`src/rtl/master_change_ctrl.sv`:
```
// master_change_ctrl: sequencer for the master-PIN change procedure.
// Authenticates against the current master, collects a new PIN twice,
// commits it to update_master for one cycle and reports the outcome.
//
// Ports:
//   clk, rst          clock, synchronous active-low reset
//   change_req        one-cycle request to start a change (IDLE only)
//   pin_in            keypad entry, status=1 marks a completed PIN
//   master_pin        stored master, status=0 means none configured
//   upd_ack           new_master_pin.status from update_master
//   upd_enable/pin    drive update_master.enable / pin_in
//   busy              high outside IDLE
//   done / fail       one-cycle outcome pulses
//   fail_code         1 auth, 2 confirm, 3 timeout, 4 rejected, 5 locked
//   tries_left        remaining authentication attempts
//   locked            high during lockout
//
// Optional build macro: MASTER_CHANGE_LOCKOUT_EN enables the LOCKOUT
// state after MAX_TRIES consecutive authentication failures.

package master_change_pkg;
    typedef struct packed {
        logic       status;
        logic [3:0] d3;
        logic [3:0] d2;
        logic [3:0] d1;
        logic [3:0] d0;
    } pinPac_t;
endpackage

module master_change_ctrl
    import master_change_pkg::*;
#(
    parameter int unsigned TIMEOUT_CYCLES = 5000,
    parameter int unsigned MAX_TRIES      = 3,
    parameter int unsigned LOCK_CYCLES    = 60000,
    localparam int unsigned TW = $clog2(MAX_TRIES + 1)
) (
    input  logic          clk,
    input  logic          rst,
    input  logic          change_req,
    input  pinPac_t       pin_in,
    input  pinPac_t       master_pin,
    input  logic          upd_ack,
    output logic          upd_enable,
    output pinPac_t       upd_pin,
    output logic          busy,
    output logic          done,
    output logic          fail,
    output logic [2:0]    fail_code,
    output logic [TW-1:0] tries_left,
    output logic          locked
);

    // One counter serves both the entry timeout and the lockout period.
    localparam int unsigned CMAX =
        (TIMEOUT_CYCLES > LOCK_CYCLES) ? TIMEOUT_CYCLES : LOCK_CYCLES;
    localparam int unsigned CW = $clog2(CMAX + 1);

    localparam logic [CW-1:0] TO_LAST   = CW'(TIMEOUT_CYCLES - 1);
    localparam logic [TW-1:0] TRIES_MAX = TW'(MAX_TRIES);

    localparam pinPac_t PIN_IDLE = '{
        status: 1'b0,
        d3:     4'hF,
        d2:     4'hF,
        d1:     4'hF,
        d0:     4'hF
    };

    localparam logic [2:0] FC_AUTH    = 3'd1;
    localparam logic [2:0] FC_CONFIRM = 3'd2;
    localparam logic [2:0] FC_TIMEOUT = 3'd3;
    localparam logic [2:0] FC_REJECT  = 3'd4;
`ifdef MASTER_CHANGE_LOCKOUT_EN
    localparam logic [2:0] FC_LOCKED  = 3'd5;
    localparam logic [CW-1:0] LK_LAST = CW'(LOCK_CYCLES - 1);
`endif

    typedef enum logic [2:0] {
        S_IDLE,
        S_AUTH,
        S_NEW1,
        S_NEW2,
        S_COMMIT,
        S_CHECK,
        S_LOCKOUT
    } state_t;

    function automatic logic [15:0] digits(input pinPac_t p);
        return {p.d3, p.d2, p.d1, p.d0};
    endfunction

    state_t        state_q, state_d;
    logic [CW-1:0] cnt_q, cnt_d;
    logic [15:0]   buf_q, buf_d;
    logic [TW-1:0] tries_q, tries_d;
    logic [2:0]    code_q, code_d;
    logic          done_d, fail_d;
    logic          done_q, fail_q;
    logic          en_q, busy_q;
    pinPac_t       upd_pin_q;

    logic          entry;
    logic          expired;

    assign entry   = pin_in.status;
    assign expired = (cnt_q == TO_LAST);

    // Next-state logic. cnt_d defaults to zero so that every state
    // change and every accepted entry restarts the counter.
    always_comb begin
        state_d = state_q;
        cnt_d   = '0;
        buf_d   = buf_q;
        tries_d = tries_q;
        code_d  = code_q;
        done_d  = 1'b0;
        fail_d  = 1'b0;

        unique case (state_q)
            S_IDLE: begin
                if (change_req) begin
                    state_d = master_pin.status ? S_AUTH : S_NEW1;
                end
            end

            S_AUTH: begin
                if (entry) begin
                    if (digits(pin_in) == digits(master_pin)) begin
                        state_d = S_NEW1;
                        tries_d = TRIES_MAX;
                    end else begin
                        fail_d  = 1'b1;
                        code_d  = FC_AUTH;
                        state_d = S_IDLE;
                        if (tries_q != '0) begin
                            tries_d = tries_q - TW'(1);
                        end
`ifdef MASTER_CHANGE_LOCKOUT_EN
                        if (tries_q <= TW'(1)) begin
                            state_d = S_LOCKOUT;
                        end
`endif
                    end
                end else if (expired) begin
                    fail_d  = 1'b1;
                    code_d  = FC_TIMEOUT;
                    state_d = S_IDLE;
                end else begin
                    cnt_d = cnt_q + CW'(1);
                end
            end

            S_NEW1: begin
                if (entry) begin
                    buf_d   = digits(pin_in);
                    state_d = S_NEW2;
                end else if (expired) begin
                    fail_d  = 1'b1;
                    code_d  = FC_TIMEOUT;
                    state_d = S_IDLE;
                end else begin
                    cnt_d = cnt_q + CW'(1);
                end
            end

            S_NEW2: begin
                if (entry) begin
                    if (digits(pin_in) == buf_q) begin
                        state_d = S_COMMIT;
                    end else begin
                        fail_d  = 1'b1;
                        code_d  = FC_CONFIRM;
                        state_d = S_IDLE;
                        buf_d   = 16'hFFFF;
                    end
                end else if (expired) begin
                    fail_d  = 1'b1;
                    code_d  = FC_TIMEOUT;
                    state_d = S_IDLE;
                end else begin
                    cnt_d = cnt_q + CW'(1);
                end
            end

            S_COMMIT: begin
                state_d = S_CHECK;
            end

            // update_master captured on the COMMIT->CHECK edge; its
            // status tells whether it accepted the digits.
            S_CHECK: begin
                state_d = S_IDLE;
                if (upd_ack) begin
                    done_d = 1'b1;
                end else begin
                    fail_d = 1'b1;
                    code_d = FC_REJECT;
                end
            end

            S_LOCKOUT: begin
`ifdef MASTER_CHANGE_LOCKOUT_EN
                if (change_req) begin
                    fail_d = 1'b1;
                    code_d = FC_LOCKED;
                end
                if (cnt_q == LK_LAST) begin
                    state_d = S_IDLE;
                    tries_d = TRIES_MAX;
                end else begin
                    cnt_d = cnt_q + CW'(1);
                end
`else
                state_d = S_IDLE;
`endif
            end

            default: begin
                state_d = S_IDLE;
            end
        endcase
    end

    // Outputs are registered from the next state so they line up
    // with the state they describe.
    always_ff @(posedge clk) begin
        if (!rst) begin
            state_q   <= S_IDLE;
            cnt_q     <= '0;
            buf_q     <= 16'hFFFF;
            tries_q   <= TRIES_MAX;
            code_q    <= 3'd0;
            done_q    <= 1'b0;
            fail_q    <= 1'b0;
            en_q      <= 1'b0;
            busy_q    <= 1'b0;
            upd_pin_q <= PIN_IDLE;
        end else begin
            state_q   <= state_d;
            cnt_q     <= cnt_d;
            buf_q     <= buf_d;
            tries_q   <= tries_d;
            code_q    <= code_d;
            done_q    <= done_d;
            fail_q    <= fail_d;
            en_q      <= (state_d == S_COMMIT);
            busy_q    <= (state_d != S_IDLE);
            upd_pin_q <= (state_d == S_COMMIT)
                       ? pinPac_t'({1'b1, buf_d})
                       : PIN_IDLE;
        end
    end

`ifdef MASTER_CHANGE_LOCKOUT_EN
    logic locked_q;

    always_ff @(posedge clk) begin
        if (!rst) begin
            locked_q <= 1'b0;
        end else begin
            locked_q <= (state_d == S_LOCKOUT);
        end
    end

    assign locked = locked_q;
`else
    assign locked = 1'b0;
`endif

    assign upd_enable = en_q;
    assign upd_pin    = upd_pin_q;
    assign busy       = busy_q;
    assign done       = done_q;
    assign fail       = fail_q;
    assign fail_code  = code_q;
    assign tries_left = tries_q;

endmodule

```
`config.mk`:
```
export PLATFORM = sky130hd
export DESIGN_NAME = master_change_ctrl
export DESIGN_NICKNAME = d
export VERILOG_FILES = /design/src/rtl/master_change_ctrl.sv
export SDC_FILE = /design/constraint.sdc
export NUM_CORES = 1
export LEC_CHECK = 0
export CORE_MARGIN = 2
export CORE_UTILIZATION = 35
export CTS_BUF_LIST = sky130_fd_sc_hd__clkbuf_8
export DETAILED_ROUTE_END_ITERATION = 8
export PLACE_DENSITY = 0.69
export SLEW_MARGIN = 20
export SYNTH_ARGS = -nofsm -noshare
export SYNTH_HDL_FRONTEND = slang
export SYNTH_SLANG_ARGS = --single-unit
export TNS_END_PERCENT = 20
```
`constraint.sdc`:
```
create_clock -name clk -period 2.7 [get_ports clk]
set_input_delay 0.27 -clock clk [delete_from_list [all_inputs] [get_ports clk]]
set_output_delay 0.27 -clock clk [all_outputs]
set_load 0.005 [all_outputs]
```
==> metrics.md, run 1 <==
| Metric | Value |
|---|---|
| Nets@finish | `402` |
| Filler cells | `675` |
| Area taken by multi-input logic gates | `1380 µm²` |
| Worst-Margin Slew | `0.546 ns` |
| Post-synth EDFFs | `0` |
| Post-Place Worst Slack | `0.239 ns` |
| Max Freq | `0.473 GHz` |
| Setup crit end kind | `flop` |
| Power Density | `506 nW/µm²` |
| Worst R2R End | `upd_pin[14]$_SDFF_PN1_` |
| Worst hold path type | `reg -> reg` |
| Worst R2R Setup Slack | `0.59 ns` |
| Post_cts resized | `0` |
| Final hold vios | `0` |
| CP cell instances | `ha_1 > nand3_1 > nand4b_1 > and2_4 > a311oi_2 > o2111a_2 > nand2_1` |
| Grt ovf | `0` |
| Synthesized area | `2670 µm²` |
| Outcome | `finished clean` |
| Final setup violating endpoints | `0` |
| Gr usage total | `15.6%` |
| Hold worst-path end | `cnt_q[0]$_SDFF_PP0_` |
| Layout Cells excl Fill | `466` |
| First-pass GRT wire length | `10.3 mm` |
| Drt total wl | `6.16 mm` |
| Worst Path Buf+Inv | `0` |
| Design Area, Final | `3590 µm²` |
| Syn Nets | `333` |
| Inst Count DP | `450` |
| CP max stage cell | `o2111a_2` |
| Worst-case clock buffer depth | `2` |
| Sequential-to-total area share from yosys stat | `44.9%` |
| Period Utilization, post-route | `78.2%` |
| Die area | `8350 µm²` |
| Startpoint types | `flop` |
| Post-synthesis instance total | `293` |
| CTS tree | `yes` |
| Lkg Pwr | `0.00129 µW` |
| Port Buffers | `63` |
| Ys Warns | `0` |
| Pin count of the biggest net entering global routing | `20` |
| Vias per cell | `4.84` |
| Commonest cells after routing, fill and taps aside | `63 x clkdlybuf4s50_1, 60 x dfxtp_1, 43 x nand2_1` |
| Starting density of the core | `36.5%` |
| Arrival time at the worst endpoint | `2.32 ns` |
| Gpl congestion | `0.836` |
| CTS Buf Count | `9` |
| Post-Route Setup TNS | `0 ns` |
| Fin worst setup slack | `0.588 ns` |
| H-tree levels | `3` |
| Vias in the first global route | `2165` |
| Die Wd | `91.4 µm` |
| Number of max-cap violations | `0` |
| ANT cells | `0` |
| Crit path max fanout | `16` |
| Max VDD drop | `0.196 mV` |
| Worst reg-to-reg path cell count | `7` |
| Clock Tree Root | `clkbuf_8` |
| #FFs+latches synth | `60` |
| Routed len/inst | `13.2 µm` |
| Share of cells above drive strength 1 | `8.99%` |
| Vias | `2255` |
| Period minus WS final | `2.11 ns` |
| # DRC | `0` |
| Pwr Total | `1820 µW` |
| Routed Antenna Nets | `0` |
| Cell depth of the worst hold path | `1` |
| DP HPWL | `4.62 mm` |
| Area Growth Syn to Fin | `34.4%` |
| Hold_sp | `cnt_q[0]$_SDFF_PP0_` |
| DR iter-0 viols | `71` |
| Commonest non-fill, non-tap cell in the layout | `clkdlybuf4s50_1` |
| CTS Hold Bufs | `0` |
| Reg-to-reg startpoint | `cnt_q[0]$_SDFF_PP0_` |
| RSZ-0062 raised after global routing | `no` |
| Post-synth ARST share | `0%` |
| Placed Area | `3420 µm²` |
| Mean Syn Cell Area | `9.12 µm²` |
| Io pins | `65` |
| Clock transition at path regs | `0.07 ns` |
| Setup Buffers After CTS | `0` |
| Die Ht | `91.4 µm` |
| Kind of critical path | `reg -> reg` |
| Row cnt | `31` |
| Critical path's top delay family | `compound AO/OA/AOI/OAI gates` |
| Clock Skew | `0.00626 ns` |
| Slew headroom | `63.5%` |
| Synth Flop Type | `dfxtp_1` |
| Reg area | `1200 µm²` |
| Slew Limit Fails | `0` |
| DR pass1 iterations | `4` |
| Initial antenna violation count | `0` |
| Clk_lat worst skew | `0.33 ns` |
| Critical path's largest stage delay | `0.44 ns` |
| Synth unique cells | `47` |
| CTS Sinks | `60` |
| Core ar. | `7330 µm²` |
| Worst EP required | `2.91 ns` |
power breakdown:
group	internal [µW]	switching, µW	leakage (µW)
registers	902	13.3	0.000486
clock network	347	343	0.0000930
logic	115	96.8	0.000715
total	1360	453	0.00129
routing by layer:
layer | GRT usage (%) | vias up | part of all wire [%] | wire [µm]
li1 | - | 1125 | - | -
met1 | 19.4 | 1044 | 45 | 2780
met2 | 24.0 | 80 | 46 | 2840
met3 | 6.89 | 6 | 8.1 | 497
met4 | 5.30 | 0 | 0.54 | 33
met5 | 0 | - | 0 | 0
layout make-up:
type / instances / share of cell area [%]
Clock buffer: 10 / 3.83
Clock inverter: 6 / 0.871
Inverter: 9 / 0.941
Multi-Input combinational cell: 212 / 38.4
Sequential cell: 60 / 33.4
Tap cell: 99 / 3.45
Timing Repair Buffer: 70 / 19.0
cells by family (layout without fill, tap and decap cells):
logic type | after synthesis | count (layout) | synth area share, %
AOI/OAI and AO/OA | 28 | 28 | 8.15
xor gates and xnor gates | 43 | 43 | 14.1
adders and majority gates | 2 | 2 | 0.936
buffers and inverters | 21 | 95 | 3.60
DFF | 60 | 60 | 44.9
muxes | 16 | 16 | 5.99
other | 1 | 1 | 0.140
and+or+nand+nor | 122 | 122 | 22.1
Yosys cell counts (4+ instances only):
| master | count | area (µm²) |
|---|---|---|
| nand2b_1 | 4 | 25.0 |
| and3_1 | 4 | 25.0 |
| mux2i_1 | 16 | 160 |
| xnor2_1 | 17 | 149 |
| xor2_1 | 26 | 228 |
| nand4_1 | 7 | 43.8 |
| nor2_1 | 29 | 109 |
| clkbuf_1 | 7 | 26.3 |
| nand2_1 | 43 | 161 |
| dfxtp_1 | 60 | 1200 |
| inv_1 | 9 | 33.8 |
| nand3_1 | 6 | 30.0 |
| nor4_1 | 6 | 37.5 |
| a21oi_1 | 6 | 30.0 |
| nor3_1 | 5 | 25.0 |
| o21ai_0 | 5 | 25.0 |
how the worst max path moves through the flow:
stage,startpoint,to,slack (ns),cells after the start
floorplan,cnt_q[0]$_SDFF_PP0_,upd_pin[10]$_SDFF_PN1_,0.70,8
global placement,pin_in[11],fail_code[0]$_SDFFE_PN0P_,0.27,7
detailed placement,pin_in[11],fail_code[0]$_SDFFE_PN0P_,0.24,7
CTS,cnt_q[0]$_SDFF_PP0_,upd_pin[14]$_SDFF_PN1_,0.53,7
global route,cnt_q[0]$_SDFF_PP0_,upd_pin[14]$_SDFF_PN1_,0.34,7
finish,cnt_q[0]$_SDFF_PP0_,upd_pin[14]$_SDFF_PN1_,0.59,7
metrics by stage:
| stage | hold WS [ns] | utilization (%) |
|---|---|---|
| after floorplan | 0.399 | - |
| after global placement | 0.429 | 46.7 |
| after detailed placement | 0.441 | 46.7 |
| after CTS | 0.450 | 49.0 |
| after global routing | 0.460 | 49.0 |
| final | 0.445 | 49.0 |
worst reg2reg max path, stage by stage (launching register included):
cell	delay (ns)
dfxtp_1	0.35
ha_1	0.24
nand3_1	0.10
nand4b_1	0.22
and2_4	0.22
a311oi_2	0.30
o2111a_2	0.44
nand2_1	0.12
state kept, by name, indices dropped and copies added, names as in the netlist:
| name | count |
|---|---|
| tries_left | 2 |
| buf_q | 16 |
| fail_code | 3 |
| upd_enable | 1 |
| state_q | 3 |
| busy | 1 |
| upd_pin | 16 |
| fail | 1 |
| cnt_q | 16 |
| done | 1 |
No activity file was read; power rests on OpenSTA's default activity.
==> run 2: changes to the inputs <==
==> constraint.sdc (replaced) <==
create_clock -name clk -period 2.21 [get_ports clk]
set_input_delay 0.221 -clock clk [delete_from_list [all_inputs] [get_ports clk]]
set_output_delay 0.221 -clock clk [all_outputs]
set_load 0.005 [all_outputs]
==> metrics.md, run 2 (same netlist as run 1, synthesis figures left out) <==
| Metric | Value |
|---|---|
| DR pass1 iterations | `7` |
| Clk_lat worst skew | `0.33 ns` |
| Initial antenna violation count | `0` |
| Kind of critical path | `in -> reg` |
| Clock Skew | `0.00903 ns` |
| CTS tree | `yes` |
| Period Utilization, post-route | `93.2%` |
| Outcome | `finished clean` |
| Final setup violating endpoints | `0` |
| CP max stage cell | `clkdlybuf4s50_1` |
| Slew headroom | `64.7%` |
| CTS Sinks | `60` |
| Vias in the first global route | `2212` |
| H-tree levels | `3` |
| Die Ht | `91.4 µm` |
| Slew Limit Fails | `0` |
| Worst EP required | `2.44 ns` |
| Vias | `2285` |
| Period minus WS final | `2.06 ns` |
| RSZ-0062 raised after global routing | `no` |
| Comb pwr share | `11.1%` |
| Grt ovf | `0` |
| Die area | `8350 µm²` |
| Arrival time at the worst endpoint | `2.29 ns` |
| Power Density | `662 nW/µm²` |
| Max VDD drop | `0.451 mV` |
| Die Wd | `91.4 µm` |
| Design Area, Final | `3760 µm²` |
| Sequential power share | `44.9%` |
| Io pins | `65` |
| Commonest cells after routing, fill and taps aside | `63 x clkdlybuf4s50_1, 60 x dfxtp_1, 43 x nand2_1` |
| CP cell instances | `clkdlybuf4s50_1 > xor2_1 > a2111o_1 > a2111oi_2 > and3_1 > nor4_1 > o221a_2` |
| Nets@finish | `414` |
| Max Freq | `0.486 GHz` |
| Post-Route Setup TNS | `0 ns` |
| Worst-case clock buffer depth | `2` |
| CTS Buf Count | `9` |
| Internal | `1940 µW` |
| Number of max-cap violations | `0` |
| Placed Area | `3540 µm²` |
| Routed Antenna Nets | `0` |
| Critical path's largest stage delay | `0.44 ns` |
| First-pass GRT wire length | `10.3 mm` |
| Lkg Pwr | `0.00138 µW` |
| Startpoint types | `input pin` |
| Pin count of the biggest net entering global routing | `17` |
| Worst reg-to-reg path cell count | `8` |
| Share of cells above drive strength 1 | `11.9%` |
| Row cnt | `31` |
| DP HPWL | `4.73 mm` |
| Port Buffers | `63` |
| Starting density of the core | `36.5%` |
| Drt total wl | `6.16 mm` |
| Clock Tree Root | `clkbuf_8` |
| Crit path max fanout | `3` |
| Worst-Margin Slew | `0.525 ns` |
| Setup Buffers After CTS | `0` |
| Routed len/inst | `12.9 µm` |
| Worst hold path type | `reg -> reg` |
| Area Growth Syn to Fin | `40.7%` |
| Post_cts resized | `0` |
| DR iter-0 viols | `86` |
| Filler cells | `698` |
| Commonest non-fill, non-tap cell in the layout | `clkdlybuf4s50_1` |
| ANT cells | `0` |
| Gpl congestion | `0.891` |
| Pwr Total | `2490 µW` |
| CTS Hold Bufs | `0` |
| Net switching power | `548 µW` |
| Vias per cell | `4.79` |
| Final hold vios | `0` |
| Core ar. | `7330 µm²` |
| Clock transition at path regs | `0.06 ns` |
| Setup crit end kind | `flop` |
| Switch share | `22.0%` |
| Cell depth of the worst hold path | `1` |
| # DRC | `0` |
| Gr usage total | `15.5%` |
| Clock power share | `44.0%` |
==> run 2: worst max-delay path: cells and delay by family <==
family                 cells  cell delay (ns)
AO/OA/AOI/OAI              3             1.08
buffers and inverters      1             0.44
XOR/XNOR                   1             0.20
AND/OR/NAND/NOR            2             0.35
==> run 2: metrics by stage <==
stage / cells / hold slack (ns) / utilization, % / setup slack [ns]
after global placement: 462 / 0.431 / 48.3 / -0.143
after CTS: 477 / 0.452 / 51.3 / 0.154
after detailed placement: 462 / 0.440 / 48.3 / -0.201
after floorplan: 293 / 0.350 / - / 0.212
after global routing: 477 / 0.467 / 51.3 / 0.0234
final: 477 / 0.448 / 51.3 / 0.150
==> run 2: power groups by stage <==
stage	clock network, µW	registers [µW]	logic [µW]
finish	1100	1120	278
global route	1180	1120	302
CTS	1130	1120	279
detailed placement	0	1140	278
global placement	0	1140	275
floorplan	0	1140	131
==> run 2: area by class of cell <==
type | instances | area, µm² | area share [%]
Clock buffer | 11 | 151 | 4.03
Multi-Input combinational cell | 212 | 1380 | 36.7
Timing Repair Buffer | 82 | 798 | 21.2
Clock inverter | 4 | 72.6 | 1.93
Tap cell | 99 | 124 | 3.29
Sequential cell | 60 | 1200 | 31.9
Inverter | 9 | 33.8 | 0.898
==> run 2: path summary, 6_finish.rpt <==
kind	startpoint	to	slack [ns]
worst max-delay path	pin_in[11]	fail_code[0]$_SDFFE_PN0P_	0.15
worst min-delay path	cnt_q[0]$_SDFF_PP0_	cnt_q[0]$_SDFF_PP0_	0.45
worst max register to register	cnt_q[0]$_SDFF_PP0_	upd_pin[7]$_SDFF_PN1_	0.15
worst min register to register	cnt_q[0]$_SDFF_PP0_	cnt_q[0]$_SDFF_PP0_	0.45
==> run 2: metal layers <==
metal	global-route usage [%]	share of wire, %
met4	3.79	0.49
met5	0	0
met3	6.22	7.6
met1	19.9	46
met2	24.1	46
==> RTL edit: new RTL, flow settings as in run 2 <==
Set the parameter `MAX_TRIES` to 5 (it was 3).
--- a/src/rtl/master_change_ctrl.sv
+++ b/src/rtl/master_change_ctrl.sv
@@ -32,7 +32,7 @@
     import master_change_pkg::*;
 #(
     parameter int unsigned TIMEOUT_CYCLES = 5000,
-    parameter int unsigned MAX_TRIES      = 3,
+    parameter int unsigned MAX_TRIES      = 5,
     parameter int unsigned LOCK_CYCLES    = 60000,
     localparam int unsigned TW = $clog2(MAX_TRIES + 1)
 ) (
Ports: changed (resized tries_left); port bits go from 65 to 66. No check against the original RTL was run, so the function may have changed too.
==> RTL edit against run 2 <==
  * Synthesized area increased by 3.4%
  * Largest power group unchanged
  * Final cell count grew 0.84%
  * Count of clock-buffer cells in the layout fell by 2
  * First-iteration DRC count down 52%
  * Sequential cell count grew 1
  * Sequential power rose by 6%
  * Power rose by 8.7%
  * Non-clock buffer count fell by 6
  * Routed wire length rose by 0.80%
  * Design area rose by 0.63%
  * Setup slack improved by 0.14 ns
==> RTL edit: results (changes against run 2) <==
- Die area: 8620 um^2 (+3.2%)
- Place WS: -0.0477 ns (+0.154 ns)
- Setup crit start: cnt_q[0]
- Synth Area in Adders: 1.36% (+0.42 points)
- Synthesized Nets: 340 (+2.1%)
- NumNets Final: 415 (+0.24%)
- Endpoint of the worst-slack reg-to-reg timing path: busy
- Met2 WL: 3080 um (+8.9%)
- Reg2Reg Depth: 7 (-1)
- Filler cells: 736 (+5.4%)
- Cell variety after synth: 45 (-4.3%)
- Half-perimeter wire length after placement: 4710 um (-0.35%)
- Complex-gate fraction of the synthesized area: 7.93% (-0.22 points)
- Signal buf overhead: 20.3% (-0.93 points)
- Met3 global-route usage: 2.77% (-3.5 points)
- Seq/Total Area, Yosys: 44.2% (-0.74 points)
- Met2 Resource Use GR: 25.0% (+0.92 points)
- Inverters: 7 (-2)
- Clock buffers: 9 (-2)
- Crit path max-delay family: simple AND/OR/NAND/NOR gates
- GPL Wtd Cong: 0.850 (-4.7%)
- Critical Path Start Type: register
- Leak: 1.40 nW (+1.5%)
- Outcome: finished clean
- Layout cells sized above 1: 10.8% (-1.1 points)
- Worst path slowest cell: dfxtp_1
- Final Util: 49.2% (-2.1 points)
[RTL edit: changes by cell type in the layout (fill, tap and decap cells not counted), sizes merged, moves of 3 or more]
cell,before,now
nand3b,3,0
a211o,3,0
and2,4,0
nor2b,1,4
xor2,26,23
buf,19,12
nand4,7,10
or3,1,5
xnor2,17,20
nand2,43,51
[RTL edit: stage by stage]
step           power [mW]  hold WS, ns
2_1_floorplan        1.46        0.335
3_3_place_gp         1.62        0.428
3_5_place_dp         1.63        0.443
4_1_cts              2.74        0.452
5_1_grt              2.83        0.473
6_report             2.71        0.448
[RTL edit: how the worst min path moves through the flow]
| stage | startpoint | to | slack (ns) |
|---|---|---|---|
| floorplan | upd_ack | done | 0.33 |
| global placement | cnt_q[0] | cnt_q[0] | 0.43 |
| detailed placement | cnt_q[0] | cnt_q[0] | 0.44 |
| CTS | cnt_q[0] | cnt_q[0] | 0.45 |
| global route | cnt_q[0] | cnt_q[0] | 0.47 |
| finish | cnt_q[0] | cnt_q[0] | 0.45 |
